File: config.mk
export PLATFORM = sky130hd
export DESIGN_NAME = stream_sum_accumulator
export DESIGN_NICKNAME = d
export VERILOG_FILES = /design/src/rtl/stream_sum_accumulator.sv
export SDC_FILE = /design/constraint.sdc
export NUM_CORES = 1
export LEC_CHECK = 0
export ABC_AREA = 1
export BUFFER_PORTS_ARGS = -buffer_cell sky130_fd_sc_hd__buf_2
export CORE_MARGIN = 2
export CORE_UTILIZATION = 50
export DETAILED_ROUTE_END_ITERATION = 7
export PLACE_DENSITY = 0.81
export SETUP_SLACK_MARGIN = 0.4
export SLEW_MARGIN = 20
export SYNTH_ARGS = -nofsm -noshare
export SYNTH_HDL_FRONTEND = slang
export SYNTH_HIERARCHICAL = 1
export SYNTH_SLANG_ARGS = --single-unit
File: constraint.sdc
create_clock -name clk -period 2.9 [get_ports clk]
set_input_delay 0.29 -clock clk [delete_from_list [all_inputs] [get_ports clk]]
set_output_delay 0.29 -clock clk [all_outputs]
set_load 0.01 [all_outputs]
File: src/rtl/stream_sum_accumulator.sv
// Block accumulator: sums COUNT valid/ready samples through a ripple-carry adder
// and presents the wrapped total with sticky carry/overflow and a zero flag.

module N_fulladder_module #(
  parameter int WIDTH = 4
) (
  input  logic [WIDTH-1:0] A,
  input  logic [WIDTH-1:0] B,
  output logic [WIDTH-1:0] Sum,
  output logic             carry_flag,
  output logic             overflow_flag
);
  logic [WIDTH:0] c;

  assign c[0] = 1'b0;

  for (genvar i = 0; i < WIDTH; i++) begin : g_fa
    assign Sum[i]   = A[i] ^ B[i] ^ c[i];
    assign c[i+1]   = (A[i] & B[i]) | (c[i] & (A[i] ^ B[i]));
  end

  assign carry_flag    = c[WIDTH];
  // Signed overflow: carry into the sign bit differs from carry out of it.
  assign overflow_flag = c[WIDTH] ^ c[WIDTH-1];
endmodule

module stream_sum_accumulator #(
  parameter int WIDTH = 4,
  parameter int COUNT = 4
) (
  input  logic             clk,
  input  logic             rst_n,
  input  logic             start,
  input  logic             in_valid,
  output logic             in_ready,
  input  logic [WIDTH-1:0] in_data,
  output logic             out_valid,
  input  logic             out_ready,
  output logic [WIDTH-1:0] out_sum,
  output logic             out_carry,
  output logic             out_overflow,
  output logic             out_zero
);
  localparam int CNT_W = $clog2(COUNT + 1);
  localparam logic [CNT_W-1:0] LAST = CNT_W'(COUNT - 1);

  typedef enum logic [1:0] {IDLE, ACCUM, DONE} state_t;

  state_t           state_q, state_d;
  logic [WIDTH-1:0] acc_q, acc_d;
  logic [CNT_W-1:0] cnt_q, cnt_d;
  logic             carry_s_q, carry_s_d;
  logic             ovf_s_q, ovf_s_d;
  logic [WIDTH-1:0] sum_o_q, sum_o_d;
  logic             carry_o_q, carry_o_d;
  logic             ovf_o_q, ovf_o_d;
  logic             zero_o_q, zero_o_d;

  logic [WIDTH-1:0] add_sum;
  logic             add_carry;
  logic             add_ovf;

  N_fulladder_module #(.WIDTH(WIDTH)) u_adder (
    .A             (acc_q),
    .B             (in_data),
    .Sum           (add_sum),
    .carry_flag    (add_carry),
    .overflow_flag (add_ovf)
  );

  always_comb begin
    state_d   = state_q;
    acc_d     = acc_q;
    cnt_d     = cnt_q;
    carry_s_d = carry_s_q;
    ovf_s_d   = ovf_s_q;
    sum_o_d   = sum_o_q;
    carry_o_d = carry_o_q;
    ovf_o_d   = ovf_o_q;
    zero_o_d  = zero_o_q;
    in_ready  = 1'b0;
    out_valid = 1'b0;

    unique case (state_q)
      IDLE: begin
        if (start) begin
          state_d   = ACCUM;
          acc_d     = '0;
          cnt_d     = '0;
          carry_s_d = 1'b0;
          ovf_s_d   = 1'b0;
        end
      end
      ACCUM: begin
        in_ready = 1'b1;
        if (in_valid) begin
          acc_d     = add_sum;
          carry_s_d = carry_s_q | add_carry;
          ovf_s_d   = ovf_s_q | add_ovf;
          cnt_d     = cnt_q + CNT_W'(1);
          if (cnt_q == LAST) begin
            // Result registers load on the final beat so out_* never track the
            // running total mid-block.
            state_d   = DONE;
            sum_o_d   = add_sum;
            carry_o_d = carry_s_q | add_carry;
            ovf_o_d   = ovf_s_q | add_ovf;
            zero_o_d  = (add_sum == '0);
          end
        end
      end
      DONE: begin
        out_valid = 1'b1;
        if (out_ready) begin
          if (start) begin
            state_d   = ACCUM;
            acc_d     = '0;
            cnt_d     = '0;
            carry_s_d = 1'b0;
            ovf_s_d   = 1'b0;
          end else begin
            state_d = IDLE;
          end
        end
      end
      default: state_d = IDLE;
    endcase
  end

  always_ff @(posedge clk or negedge rst_n) begin
    if (!rst_n) begin
      state_q   <= IDLE;
      acc_q     <= '0;
      cnt_q     <= '0;
      carry_s_q <= 1'b0;
      ovf_s_q   <= 1'b0;
      sum_o_q   <= '0;
      carry_o_q <= 1'b0;
      ovf_o_q   <= 1'b0;
      zero_o_q  <= 1'b0;
    end else begin
      state_q   <= state_d;
      acc_q     <= acc_d;
      cnt_q     <= cnt_d;
      carry_s_q <= carry_s_d;
      ovf_s_q   <= ovf_s_d;
      sum_o_q   <= sum_o_d;
      carry_o_q <= carry_o_d;
      ovf_o_q   <= ovf_o_d;
      zero_o_q  <= zero_o_d;
    end
  end

  assign out_sum      = sum_o_q;
  assign out_carry    = carry_o_q;
  assign out_overflow = ovf_o_q;
  assign out_zero     = zero_o_q;
endmodule
# After elaboration in Yosys (flattened, before gate mapping)

Index checks and enable logic that the tools add are counted.

Word-level logic and storage cells: 67
Input port bits: 9
Bits in read-only memories: 0
Memories kept: 0
Output and inout bits: 9
Bits in latches: 0
RAM bits: 0
Register bits: 18

Div/mod/pow operators: 0
Reductions and logical operators: 6
$lt $le $gt $ge: 0
$add $sub $neg: 1
Bitwise operators: 20
Eq/ne operators: 7
Mux-type cells: 24
Multipliers: 0
Shift-type cells: 0

Operators by type and width:

| kind                                           | count |
|---|---|
| two-way mux 4 bit                              | 3 |
| case mux 4 bit (3 select lines)                | 1 |
| two-way mux 1 bit                              | 9 |
| two-way mux 3 bit                              | 3 |
| case mux 3 bit (3 select lines)                | 1 |
| two-way mux 2 bit                              | 4 |
| != test 2 bit (second input constant)          | 4 |
| XOR 1 bit                                      | 8 |
| bitwise AND 1 bit                              | 7 |
| case mux 1 bit (3 select lines)                | 2 |
| case mux 2 bit (3 select lines)                | 1 |
| AND reduction 3 bit                            | 2 |
| bitwise OR 1 bit                               | 5 |
| logical NOT 4 bit                              | 1 |
| AND reduction 4 bit                            | 1 |
| adder 3 x 1 -> 3 bit (second input constant)   | 1 |
| == test 3 x 2 -> 1 bit (second input constant) | 1 |
| nonzero test 3 bit                             | 1 |
| == test 2 x 1 -> 1 bit (second input constant) | 1 |
| == test 2 bit (second input constant)          | 1 |
| logical NOT 2 bit                              | 1 |

# Logic depth before layout (Yosys ltp)

Gate-level depths: netlist of the first run.

Word-level depth: 11
Depth in mapped cells: 13

# By module

Netlist of the first run, hierarchy kept.

By module, submodules not included:

| module                 | cells each | seq. area each (µm²) | area each (µm²) | times used |
|---|---|---|---|---|
| stream_sum_accumulator | 104        | 450.4                | 882.1           | 1 |
| N_fulladder_module     | 17         | 0.0                  | 121.4           | 1 |

# Least setup slack after synthesis of the first run

OpenSTA, ideal clock, no wires.

Path type: flip-flop to flip-flop
From: register acc_q[0]
To: register ovf_s_q
Setup slack: 754 ps
Arrival time: 2029 ps
Data required time: 2783 ps
Path buffers: 0
Stages on the path, launching flop included: 13
Path through: dfrtp_1 > ha_1 > inv_1 > fa_1 > inv_1 > fa_1 > inv_1 > fa_1 > nand2_1 > nand2_1 > or2_2 > nand2_1 > nand2_1

Longest elaborated chain between the ends: 11

RTL lines:

| what                              | line | RTL |
|---|---|---|
| start, declared                   | 50   | `logic [WIDTH-1:0] acc_q, acc_d;` |
| start signal, assigned            | 133  | `acc_q <= '0;` |
| start signal, assigned            | 143  | `acc_q <= acc_d;` |
| bitwise AND 1 bit * (2 in a row)  | 19   | `assign c[i+1] = (A[i] & B[i]) \| (c[i] & (A[i] ^ B[i]));` |
| bitwise OR 1 bit *                | 19   |  |
| bitwise AND 1 bit *               | 19   |  |
| bitwise OR 1 bit *                | 19   |  |
| bitwise AND 1 bit                 | 19   |  |
| bitwise OR 1 bit                  | 19   |  |
| XOR 1 bit *                       | 24   | `assign overflow_flag = c[WIDTH] ^ c[WIDTH-1];` |
| net add_ovf                       | 61   | `logic add_ovf;` |
| bitwise OR 1 bit *                | 99   | `ovf_s_d = ovf_s_q \| add_ovf;` |
| two-way mux 1 bit *               | 96   | `if (in_valid) begin` |
| case mux 1 bit (3 select lines) * | 84   | `unique case (state_q)` |
| end signal, assigned              | 146  | `ovf_s_q <= ovf_s_d;` |
| end, declared                     | 53   | `logic ovf_s_q, ovf_s_d;` |

Mark *: on every way through the listed nets, which the timed path passes. The rest lies on a longest branch. The select of a mux whose other input is x is not followed.
A chain may end at the register's enable or synchronous reset.

# Final worst setup path of the first run

Ends and elaborated chain as after synthesis.

==> results of run 1 <==
[metal layers]
layer	share of wire (%)	track usage, %	vias to the layer above	wire length [microns]
li1	-	-	392	-
met1	43	20.53	352	728
met2	48	27.17	21	813
met3	5.2	4.601	6	88
met4	2.8	9.524	0	47
met5	0	0	-	0
[cells in the final DEF (no fill, tap or decap), types with 2 or more instances in the layout]
cell      instances
buf_2            17
clkbuf_4          3
dfrtp_1          18
fa_1              3
ha_1              3
inv_1            22
inv_2             2
nand2_1          50
nand2_4           2
nand3_1           4
nor2_1            4
o21ai_2           5
or2_2             2
[cell families (layout without fill, tap and decap cells)]
group                      Yosys count  count (layout)  share of synthesized area (%)
and+or+nand+nor                     65              65                          29.30
buffers and inverters               26              45                          11.22
DFF                                 18              18                          44.89
adders and majority gates            6               6                          9.726
AOI/OAI and AO/OA                    6               6                          4.862
[critical path, delay by kind of cell (launching register included)]
kind,cells,cell delay (ns)
buf+inv,3,0.20
flops,1,0.37
fa+ha+maj,4,1.09
simple gates,5,0.56
[state kept, by name (all words and copies together), names as in the netlist]
name	count
cnt_q	3
out_sum	4
acc_q	4
out_carry	1
ovf_s_q	1
carry_s_q	1
out_zero	1
out_overflow	1
state_q	2
[Yosys cell counts]
cell type	n
inv_2	2
a21oi_1	1
dfrtp_1	18
or2_2	2
nand2_4	2
nand2_1	50
nor2_8	1
fa_1	3
ha_1	3
nand3_1	4
nand3_2	1
inv_1	22
nand4_1	1
o21ai_2	5
buf_6	2
nor2_1	4
[cell type report]
| type | instances | area (sq um) |
|---|---|---|
| fillers | 181 | 789.5 |
| flip-flops and latches | 18 | 450.4 |
| multi-input cells | 77 | 440.4 |
| repair buffers | 18 | 95.09 |
| inverters | 24 | 90.09 |
| well taps | 27 | 33.78 |
| clock buffers | 3 | 22.52 |
[power groups by stage]
stage | sequential (uW) | combinational [uW] | clock (uW)
5_1_grt | 403 | 502 | 137
3_5_place_dp | 396 | 435 | 0
3_3_place_gp | 391 | 412 | 0
2_1_floorplan | 391 | 332 | 0
4_1_cts | 391 | 437 | 125
6_report | 389 | 430 | 124
[path summary, 6_finish.rpt]
| path | from | end | slack [ns] | cells after the start |
|---|---|---|---|---|
| min in group asynchronous | rst_n | out_sum[1] | 0.43 | 2 |
| max in group asynchronous | rst_n | out_carry | 2.18 | 2 |
| hold / removal | in_data[0] | acc_q[0] | 0.33 | 4 |
| hold reg to reg | carry_s_q | carry_s_q | 0.48 | 2 |
| setup / recovery | acc_q[0] | ovf_s_q | 0.58 | 12 |
| setup reg to reg | acc_q[0] | ovf_s_q | 0.58 | 12 |
[per-stage QoR]
stage	util, %	power (uW)
after floorplan	-	723.0
after global placement	57.23	803.2
after detailed placement	57.23	830.4
after CTS	58.92	952.8
after global routing	58.92	1042
final	58.92	943.3
==> impl_metrics.py, run 1 <==
metrics = {
    "run_status": {
        "status": "finished clean",
    },
    "routing": {
        "drt-pass1-iter-count": 4,
        "routed_wl_microns": 1677,
        "drt_iter0_markers": 7,
        "vias": 771,
        "vias_per_cell": 4.617,
        "wire_per_inst_microns": 10.04,
        "drcViolationCount": 0,
        "ant_nets": 0,
    },
    "global_route": {
        "grt_max_degree": 19,
        "grtUsageTotal_pct": 16.90,
        "grt_first_pass_wirelength_microns": 3084,
        "grt_pass1_vias": 759,
        "grt_antenna_before_repair": 0,
        "grt_overflow": 0,
    },
    "logic_synthesis": {
        "synth_area_sq_um": 1003,
        "synth.yosys.seq_area_share_pct": 44.89,
        "syn_avg_cell_area_sq_um": 8.293,
        "yosys_warnings": 6,
        "synth-seq-cells": 18,
        "syn_nets": 136,
        "yosysTopAreaCellShare_pct": 44.89,
        "synth.area.top_cells": "dfrtp_1 45%, nand2_1 19%, inv_1 8.2%",
        "ys_types": 16,
        "yosys.area.top_type": "dfrtp_1",
        "synthCells": 121,
    },
    "critical_path": {
        "cp.required_ns": 3.09,
        "worstSetupStartpointType": "register",
        "path_cells": "ha_1 -> inv_1 -> fa_1 -> inv_1 -> fa_1 -> inv_1 -> fa_1 -> nand2_1 -> nand2_1 -> or2_2 -> nand2_1 -> nand2_1",
        "crit_fanout": 2,
        "crit_path_max_incr_delay_ns": 0.40,
        "worstSetupPathType": "reg -> reg",
        "cp_common_cell": "nand2_1",
        "cp.arrival_ns": 2.51,
        "worstSetupEndpointType": "register",
        "cp_slowest_cell": "fa_1",
    },
    "cts": {
        "max-clock-path-buffers": 2,
        "cts_hold_buffers": 1,
        "cts-root-buf": "clkbuf_4",
        "clk_pin_slew_worst_paths_ns": 0.10,
        "cts_tree": "built",
        "postCtsSetupBuffers": 0,
        "postCtsResizedCells": 0,
        "numCtsBuffers": 3,
        "clkSinkCount": 18,
        "ctsHtreeMaxLevel": 1,
        "clkLatencyLatePin_ns": 0.30,
    },
    "floorplan": {
        "die_y_microns": 48.80,
        "die-area_sq_um": 2381,
        "fp.dieW_microns": 48.80,
        "core_area_sq_um": 1922,
        "initial_core_util_pct": 52.21,
        "rows": 16,
        "io_pins": 18,
    },
    "timing": {
        "hold_viol": 0,
        "final_max_slew_viol_count": 0,
        "grt_setup_unrepaired": "false",
        "whs_ns": 0.3293,
        "postLayoutSetupSlackWorst_ns": 0.5768,
        "setup_tns_ns": 0,
        "post-route-period-util_pct": 80.11,
        "worst_slew_pin_slew_ns": 0.3933,
        "finalSetupViolCount": 0,
        "max-slew-margin-rel_pct": 73.78,
        "max_freq_mhz": 430.4,
        "period_minus_slack_ns": 2.323,
        "clock_skew_ns": 0.006688,
    },
    "placed_design": {
        "place_ws_ns": 0.5866,
        "place_area_sq_um": 1100,
        "gp_congestion": 0.7676,
        "io_buffers": 17,
        "dp_cells": 163,
        "place_hpwl_microns": 1318,
    },
    "cells_and_area": {
        "drive_gt1_share_pct": 23.57,
        "final_area_sq_um": 1132,
        "area_growth_pct": 12.84,
        "fin_cells": 167,
        "diodes": 0,
        "nNetsFinal": 157,
    },
    "power_and_ir_drop": {
        "pwr-share-comb_pct": 45.6,
        "power_switching_uw": 397.9,
        "p_int_uw": 545.3,
        "swShare_pct": 42.19,
        "p_leak_uw": 0.0007227,
        "clkPwrFrac_pct": 13.2,
        "ir_drop_uv": 438.7,
        "seqPwrFrac_pct": 41.3,
        "power_density_nw_per_um2": 833.0,
    },
    "worst_hold_path": {
        "hold_class": "in -> reg",
    },
    "run": {
        "maxCapViolCount": 0,
    },
}
(Power assumes the default switching activity.)
==> run 2: changes to the inputs <==
ABC_AREA = 0   (was 1)
clock period = 2.35 ns   (was 2.9 ns; I/O delays follow)
==> run 2 against run 1 <==
  * Sequential cell count unchanged
  * Non-clock buffer count up 2
  * Wire length down 4.3%
  * Critical path depth down 2
  * First-iteration DRC count down 57%
  * Sequential share of layout area up 1.7 points
  * Count of clock-buffer cells in the layout unchanged
  * Sequential power up 36%
  * Maximum frequency about the same
  * Power up 41%
  * Cell area down 4.1%
  * Critical path type unchanged
  * Highest routed layer is now met3
==> impl_metrics.py, run 2 <==
metrics = {
    "run_status": {
        "status": "finished clean",
    },
    "routing": {
        "wire_per_inst_microns": 13.26,
        "routed_wl_microns": 1605,
        "drt-pass1-iter-count": 4,
        "vias": 610,
        "drcViolationCount": 0,
        "ant_nets": 0,
        "drt_iter0_markers": 3,
        "vias_per_cell": 5.041,
    },
    "critical_path": {
        "worstSetupEndpointType": "register",
        "crit_path_max_incr_delay_ns": 0.48,
        "cp_common_cell": "inv_2",
        "path_cells": "ha_2 -> inv_2 -> fa_2 -> inv_2 -> fa_2 -> inv_2 -> fa_1 -> inv_2 -> or4_4 -> o21ai_2",
        "reg2reg_depth": 10,
        "cp_slowest_cell": "fa_1",
        "worstSetupPathType": "reg -> reg",
        "cp.required_ns": 2.56,
        "cp.arrival_ns": 2.53,
        "worstSetupStartpointType": "register",
        "crit_fanout": 2,
    },
    "power_and_ir_drop": {
        "swShare_pct": 36.21,
        "p_leak_uw": 0.0005701,
        "pwr-share-comb_pct": 49.0,
        "seqPwrFrac_pct": 39.8,
        "p_int_uw": 846.5,
        "power_density_nw_per_um2": 1222,
        "power_switching_uw": 480.5,
        "clkPwrFrac_pct": 11.3,
        "ir_drop_uv": 653.3,
    },
    "timing": {
        "max_freq_mhz": 430.7,
        "post-route-period-util_pct": 98.80,
        "finalSetupViolCount": 0,
        "worst_slew_pin_slew_ns": 0.3919,
        "period_minus_slack_ns": 2.322,
        "final_max_slew_viol_count": 0,
        "max-slew-margin-rel_pct": 73.87,
        "clock_skew_ns": 0.008591,
        "postLayoutSetupSlackWorst_ns": 0.02829,
        "hold_viol": 0,
        "grt_setup_unrepaired": "true",
        "whs_ns": 0.1875,
    },
    "logic_synthesis": {
        "synth_area_sq_um": 918.4,
        "syn_nets": 90,
        "yosys_warnings": 6,
        "yosys-top-cells-count": "18 x dfrtp_1, 13 x inv_1, 8 x a22o_1",
        "synth_compound_area_share_pct": 14.03,
        "yosys.area_share.simple_pct": 8.583,
        "yosysTopAreaCellShare_pct": 49.05,
        "yosys.cell_count.top_type": "dfrtp_1",
        "synth-seq-cells": 18,
        "synth_fa_ha_area_share_pct": 10.63,
        "syn_avg_cell_area_sq_um": 12.25,
        "yosys.area.top_type": "dfrtp_1",
        "synthMuxAreaShare_pct": 9.401,
        "synth_top_flop_cell": "dfrtp_1",
        "synth_edf_count": 0,
        "async_flop_share_pct": 100.0,
        "synthCells": 75,
        "synth_xor_area_share_pct": 0.9537,
        "synth.yosys.seq_area_share_pct": 49.05,
        "ys_types": 21,
        "synth_top_family_by_area": "compound AO/OA/AOI/OAI gates",
        "synth.area.top_cells": "dfrtp_1 49%, mux2_4 8.2%, a22o_1 7.6%",
    },
    "floorplan": {
        "rows": 15,
        "die-area_sq_um": 2195,
        "io_pins": 18,
        "initial_core_util_pct": 53.19,
        "die_y_microns": 46.86,
        "fp.dieW_microns": 46.86,
        "core_area_sq_um": 1727,
    },
    "cts": {
        "numCtsBuffers": 3,
        "ctsHtreeMaxLevel": 1,
        "clkLatencyLatePin_ns": 0.29,
        "cts-root-buf": "clkbuf_4",
        "clk_pin_slew_worst_paths_ns": 0.10,
        "max-clock-path-buffers": 2,
        "clkSinkCount": 18,
        "cts_tree": "built",
    },
    "global_route": {
        "grt_pass1_vias": 631,
        "grtUsageTotal_pct": 17.29,
        "grt_antenna_before_repair": 0,
        "grt_overflow": 0,
        "grt_max_degree": 19,
        "grt_first_pass_wirelength_microns": 2622,
    },
    "run": {
        "maxCapViolCount": 0,
    },
    "placed_design": {
        "place_ws_ns": 0.02452,
        "place_area_sq_um": 1023,
        "gp_congestion": 0.7196,
        "place_hpwl_microns": 1223,
        "io_buffers": 17,
    },
    "cells_and_area": {
        "drive_gt1_share_pct": 41.67,
        "final_area_sq_um": 1086,
        "final_common_cell": "dfrtp_1",
        "area_growth_pct": 18.26,
        "nFillCells": 148,
        "diodes": 0,
        "nNetsFinal": 113,
        "final_cell_mix": "18 x dfrtp_1, 17 x buf_2, 9 x inv_1, 8 x a22o_1",
    },
    "worst_hold_path": {
        "hold_class": "in -> reg",
        "hold_depth": 2,
    },
}
## run 2: changes by cell type after synthesis, moves of 4 or more
| cell | change |
|---|---|
| o21ai_2 | -5 |
| nand2_1 | -45 |
| inv_1 | -9 |
| nand3_1 | -4 |
| o21ai_1 | +5 |
| mux2_4 | +5 |
| a22o_1 | +8 |
## run 2: cells by family after synthesis
| family | after synthesis |
|---|---|
| AOI/OAI and AO/OA | 16 |
| and+or+nand+nor | 13 |
| xor gates and xnor gates | 1 |
| muxes | 6 |
| adders and majority gates | 6 |
| DFF | 18 |
| buffers and inverters | 15 |
## run 2: worst paths after layout
check / slack, ns / from / end
max: 0.03 / acc_q[0] / out_zero
min: 0.19 / out_ready / state_q[1]
max reg2reg: 0.03 / acc_q[0] / out_zero
min reg2reg: 0.48 / out_zero / out_zero
max in group asynchronous: 1.68 / rst_n / acc_q[2]
min in group asynchronous: 0.39 / rst_n / out_sum[3]
## run 2: layout make-up
| cell class | instances | area (sq um) | share of cell area [%] |
|---|---|---|---|
| Clock buffer | 3 | 22.52 | 2.074 |
| Inverter | 13 | 48.80 | 4.493 |
| Multi-Input combinational cell | 42 | 422.9 | 38.94 |
| Sequential cell | 18 | 450.4 | 41.47 |
| Tap cell | 25 | 31.28 | 2.880 |
| Timing Repair Buffer | 20 | 110.1 | 10.14 |
## run 2: power groups by stage
stage | sequential [uW] | clock [uW] | combinational, uW
after global routing | 547 | 170 | 729
after floorplan | 547 | 0 | 415
after detailed placement | 535 | 0 | 586
after CTS | 529 | 154 | 629
after global placement | 528 | 0 | 558
final | 528 | 149 | 650
## run 2: what timing repair did
item | 4_1_cts | 5_1_grt
resized for setup | 2 | 3
pin swaps | 0 | 0
endpoints found under the hold margin | 18 | 0
setup endpoints to repair | 5 | 6
hold buffers | 1 | 0
setup buffers | 2 | 0
## run 2: per-stage QoR
step	utilization [%]	cells	power (uW)	setup TNS, ns
2_1_floorplan	-	75	962.1	0
3_3_place_gp	59.28	115	1086	0
3_5_place_dp	59.28	115	1121	0
4_1_cts	62.03	121	1312	0
5_1_grt	62.90	121	1447	-0.03815
6_report	62.90	121	1327	0
## run 2: worst max-delay path: cells and delay by family, from the launching register on
kind,cells,cell delay (ns)
DFF,1,0.36
AOI/OAI and AO/OA,1,0.11
adders and majority gates,4,1.20
and+or+nand+nor,1,0.41
buffers and inverters,4,0.18
## run 2: per-layer routing
metal / wire, microns / vias to the layer above / track usage [%] / share of wire (%)
met1: 700 / 296 / 20.73 / 44
met5: 0 / - / 0 / 0
met3: 64 / 0 / 3.846 / 4.0
met2: 840 / 15 / 30.14 / 52
li1: - / 299 / - / -
met4: 0 / 0 / 6.667 / 0
==> run 3: changes to the inputs <==
BUFFER_PORTS_ARGS = not set   (was -buffer_cell sky130_fd_sc_hd__buf_2)
DONT_BUFFER_PORTS = 1   (was not set)
PLACE_DENSITY = 0.73   (was 0.81)
==> run 3 against run 2 <==
  * First-iteration DRC count rose to 4.3 times the previous value
  * Wire length fell by 11%
  * Non-clock buffer count fell by 16
  * Register-to-register slack barely moved
  * Sequential share of layout area rose by 3.0 points
  * Maximum frequency fell by 0.40%
  * Global-route usage fell by 2.6 points
  * Critical path type unchanged
  * Critical endpoint unchanged
  * Largest power group unchanged
  * Highest routed layer is now met4
==> impl_metrics.py, run 3 (synthesis gave the netlist of run 2 again) <==
metrics = {
    "routing": {
        "vias": 555,
        "drt-pass1-iter-count": 4,
        "drt_iter0_markers": 13,
        "ant_nets": 0,
        "wire_per_inst_microns": 13.60,
        "routed_wl_microns": 1428,
        "drcViolationCount": 0,
        "vias_per_cell": 5.286,
    },
    "power_and_ir_drop": {
        "clkPwrFrac_pct": 11.0,
        "ir_drop_uv": 632.0,
        "power_switching_uw": 457.6,
        "seqPwrFrac_pct": 43.5,
        "pwr-share-comb_pct": 45.4,
        "p_total_uw": 1284,
        "swShare_pct": 35.62,
        "p_leak_uw": 0.0005039,
        "p_int_uw": 826.9,
        "power_density_nw_per_um2": 1269,
    },
    "cts": {
        "ctsHtreeMaxLevel": 1,
        "clkSinkCount": 18,
        "numCtsBuffers": 3,
        "clkLatencyLatePin_ns": 0.28,
        "clk_pin_slew_worst_paths_ns": 0.09,
        "cts_tree": "built",
        "cts-root-buf": "clkbuf_4",
        "max-clock-path-buffers": 2,
    },
    "cells_and_area": {
        "final_common_cell": "dfrtp_1",
        "fin_cells": 105,
        "area_growth_pct": 10.22,
        "layout.area.seq_sq_um": 450.4,
        "diodes": 0,
        "final_area_sq_um": 1012,
        "multi_input_area_sq_um": 422.9,
        "final_cell_mix": "18 x dfrtp_1, 9 x inv_1, 8 x a22o_1, 5 x mux2_4, 5 x nand2_1",
        "drive_gt1_share_pct": 30.00,
        "nNetsFinal": 97,
        "nFillCells": 149,
    },
    "worst_hold_path": {
        "hold_class": "in -> reg",
        "hold_depth": 1,
        "worstHoldStart": "out_ready",
    },
    "critical_path": {
        "cp.required_ns": 2.55,
        "worstReg2RegStart": "acc_q[0]",
        "crit_fanout": 2,
        "worstSetupEndpointType": "register",
        "worstSetupStartpointType": "register",
        "cp.arrival_ns": 2.53,
        "worstSetupPathType": "reg -> reg",
        "r2r_setup_slack_ns": 0.02,
        "cp-startpoint": "acc_q[0]",
        "reg2reg_depth": 10,
    },
    "placed_design": {
        "place_area_sq_um": 938.4,
        "place_hpwl_microns": 1069,
        "dp_cells": 98,
        "io_buffers": 0,
        "gp_congestion": 0.7908,
    },
    "timing": {
        "clock_skew_ns": 0.003408,
        "worst_slew_pin_slew_ns": 0.8096,
        "period_minus_slack_ns": 2.331,
        "max-slew-margin-rel_pct": 45.85,
        "post-route-period-util_pct": 99.20,
        "max_freq_mhz": 429.0,
        "setup_tns_ns": 0,
        "final_max_slew_viol_count": 0,
        "hold_viol": 0,
        "grt_setup_unrepaired": "true",
        "finalSetupViolCount": 0,
    },
    "global_route": {
        "grt_pass1_vias": 518,
        "grt_overflow": 0,
        "grt_first_pass_wirelength_microns": 2166,
        "grtUsageTotal_pct": 14.66,
        "grt_antenna_before_repair": 0,
        "grt_max_degree": 19,
    },
    "floorplan": {
        "fp.dieW_microns": 46.86,
        "io_pins": 18,
        "die_y_microns": 46.86,
        "core_area_sq_um": 1727,
        "initial_core_util_pct": 53.19,
        "die-area_sq_um": 2195,
        "rows": 15,
    },
    "run_status": {
        "status": "finished clean",
    },
    "run": {
        "maxCapViolCount": 0,
    },
}
-- run 3: through the flow --
step / hold slack, ns / worst slack [ns] / util [%]
finish: 0.03460 / 0.01891 / 58.62
global route: 0.01530 / -0.06055 / 58.62
CTS: 0.02824 / 0.02041 / 57.54
detailed placement: -0.06019 / 0.02702 / 54.35
global placement: -0.06024 / 0.05768 / 54.35
floorplan: -0.06059 / 0.1304 / -
-- run 3: path summary, 6_finish.rpt --
check / to
setup / recovery: out_zero
hold / removal: state_q[1]
setup reg to reg: out_zero
hold reg to reg: cnt_q[2]
max in group asynchronous: out_sum[0]
min in group asynchronous: out_overflow
-- run 3: area by class of cell --
| cell class | instances | area share (%) |
|---|---|---|
| clock buffers | 3 | 2.225 |
| multi-input cells | 42 | 41.78 |
| well taps | 25 | 3.090 |
| repair buffers | 4 | 3.585 |
| flip-flops and latches | 18 | 44.50 |
| inverters | 13 | 4.821 |
-- run 3: power by group through the flow --
stage | sequential [uW] | clock (uW) | combinational, uW
4_1_cts | 561 | 149 | 544
3_3_place_gp | 560 | 0 | 460
6_report | 559 | 142 | 583
5_1_grt | 580 | 162 | 656
3_5_place_dp | 569 | 0 | 481
2_1_floorplan | 547 | 0 | 415
-- run 3: repair_timing --
| item | 4_1_cts | 5_1_grt |
|---|---|---|
| setup buffers | 2 | 1 |
| setup endpoints to repair | 5 | 7 |
| hold buffers | 1 | 0 |
| gates cloned | 0 | 0 |
| gates resized for setup | 3 | 3 |
| hold endpoints to repair | 18 | 0 |
| pin swaps | 1 | 3 |
-- run 3: per-layer routing --
| metal | wire (microns) | up-vias | GRT usage [%] |
|---|---|---|---|
| met5 | 0 | - | 0 |
| met4 | 10 | 0 | 9.444 |
| met3 | 71 | 2 | 2.692 |
| met2 | 698 | 15 | 23.56 |
| met1 | 647 | 274 | 18.05 |
| li1 | - | 264 | - |
-- run 3: worst max-delay path, cell delays in order (launching register included) --
cell,delay [ns]
dfrtp_1,0.36
ha_2,0.17
inv_2,0.03
fa_2,0.32
inv_2,0.06
fa_2,0.20
inv_2,0.04
fa_1,0.48
inv_2,0.04
or4_4,0.41
o21ai_2,0.14
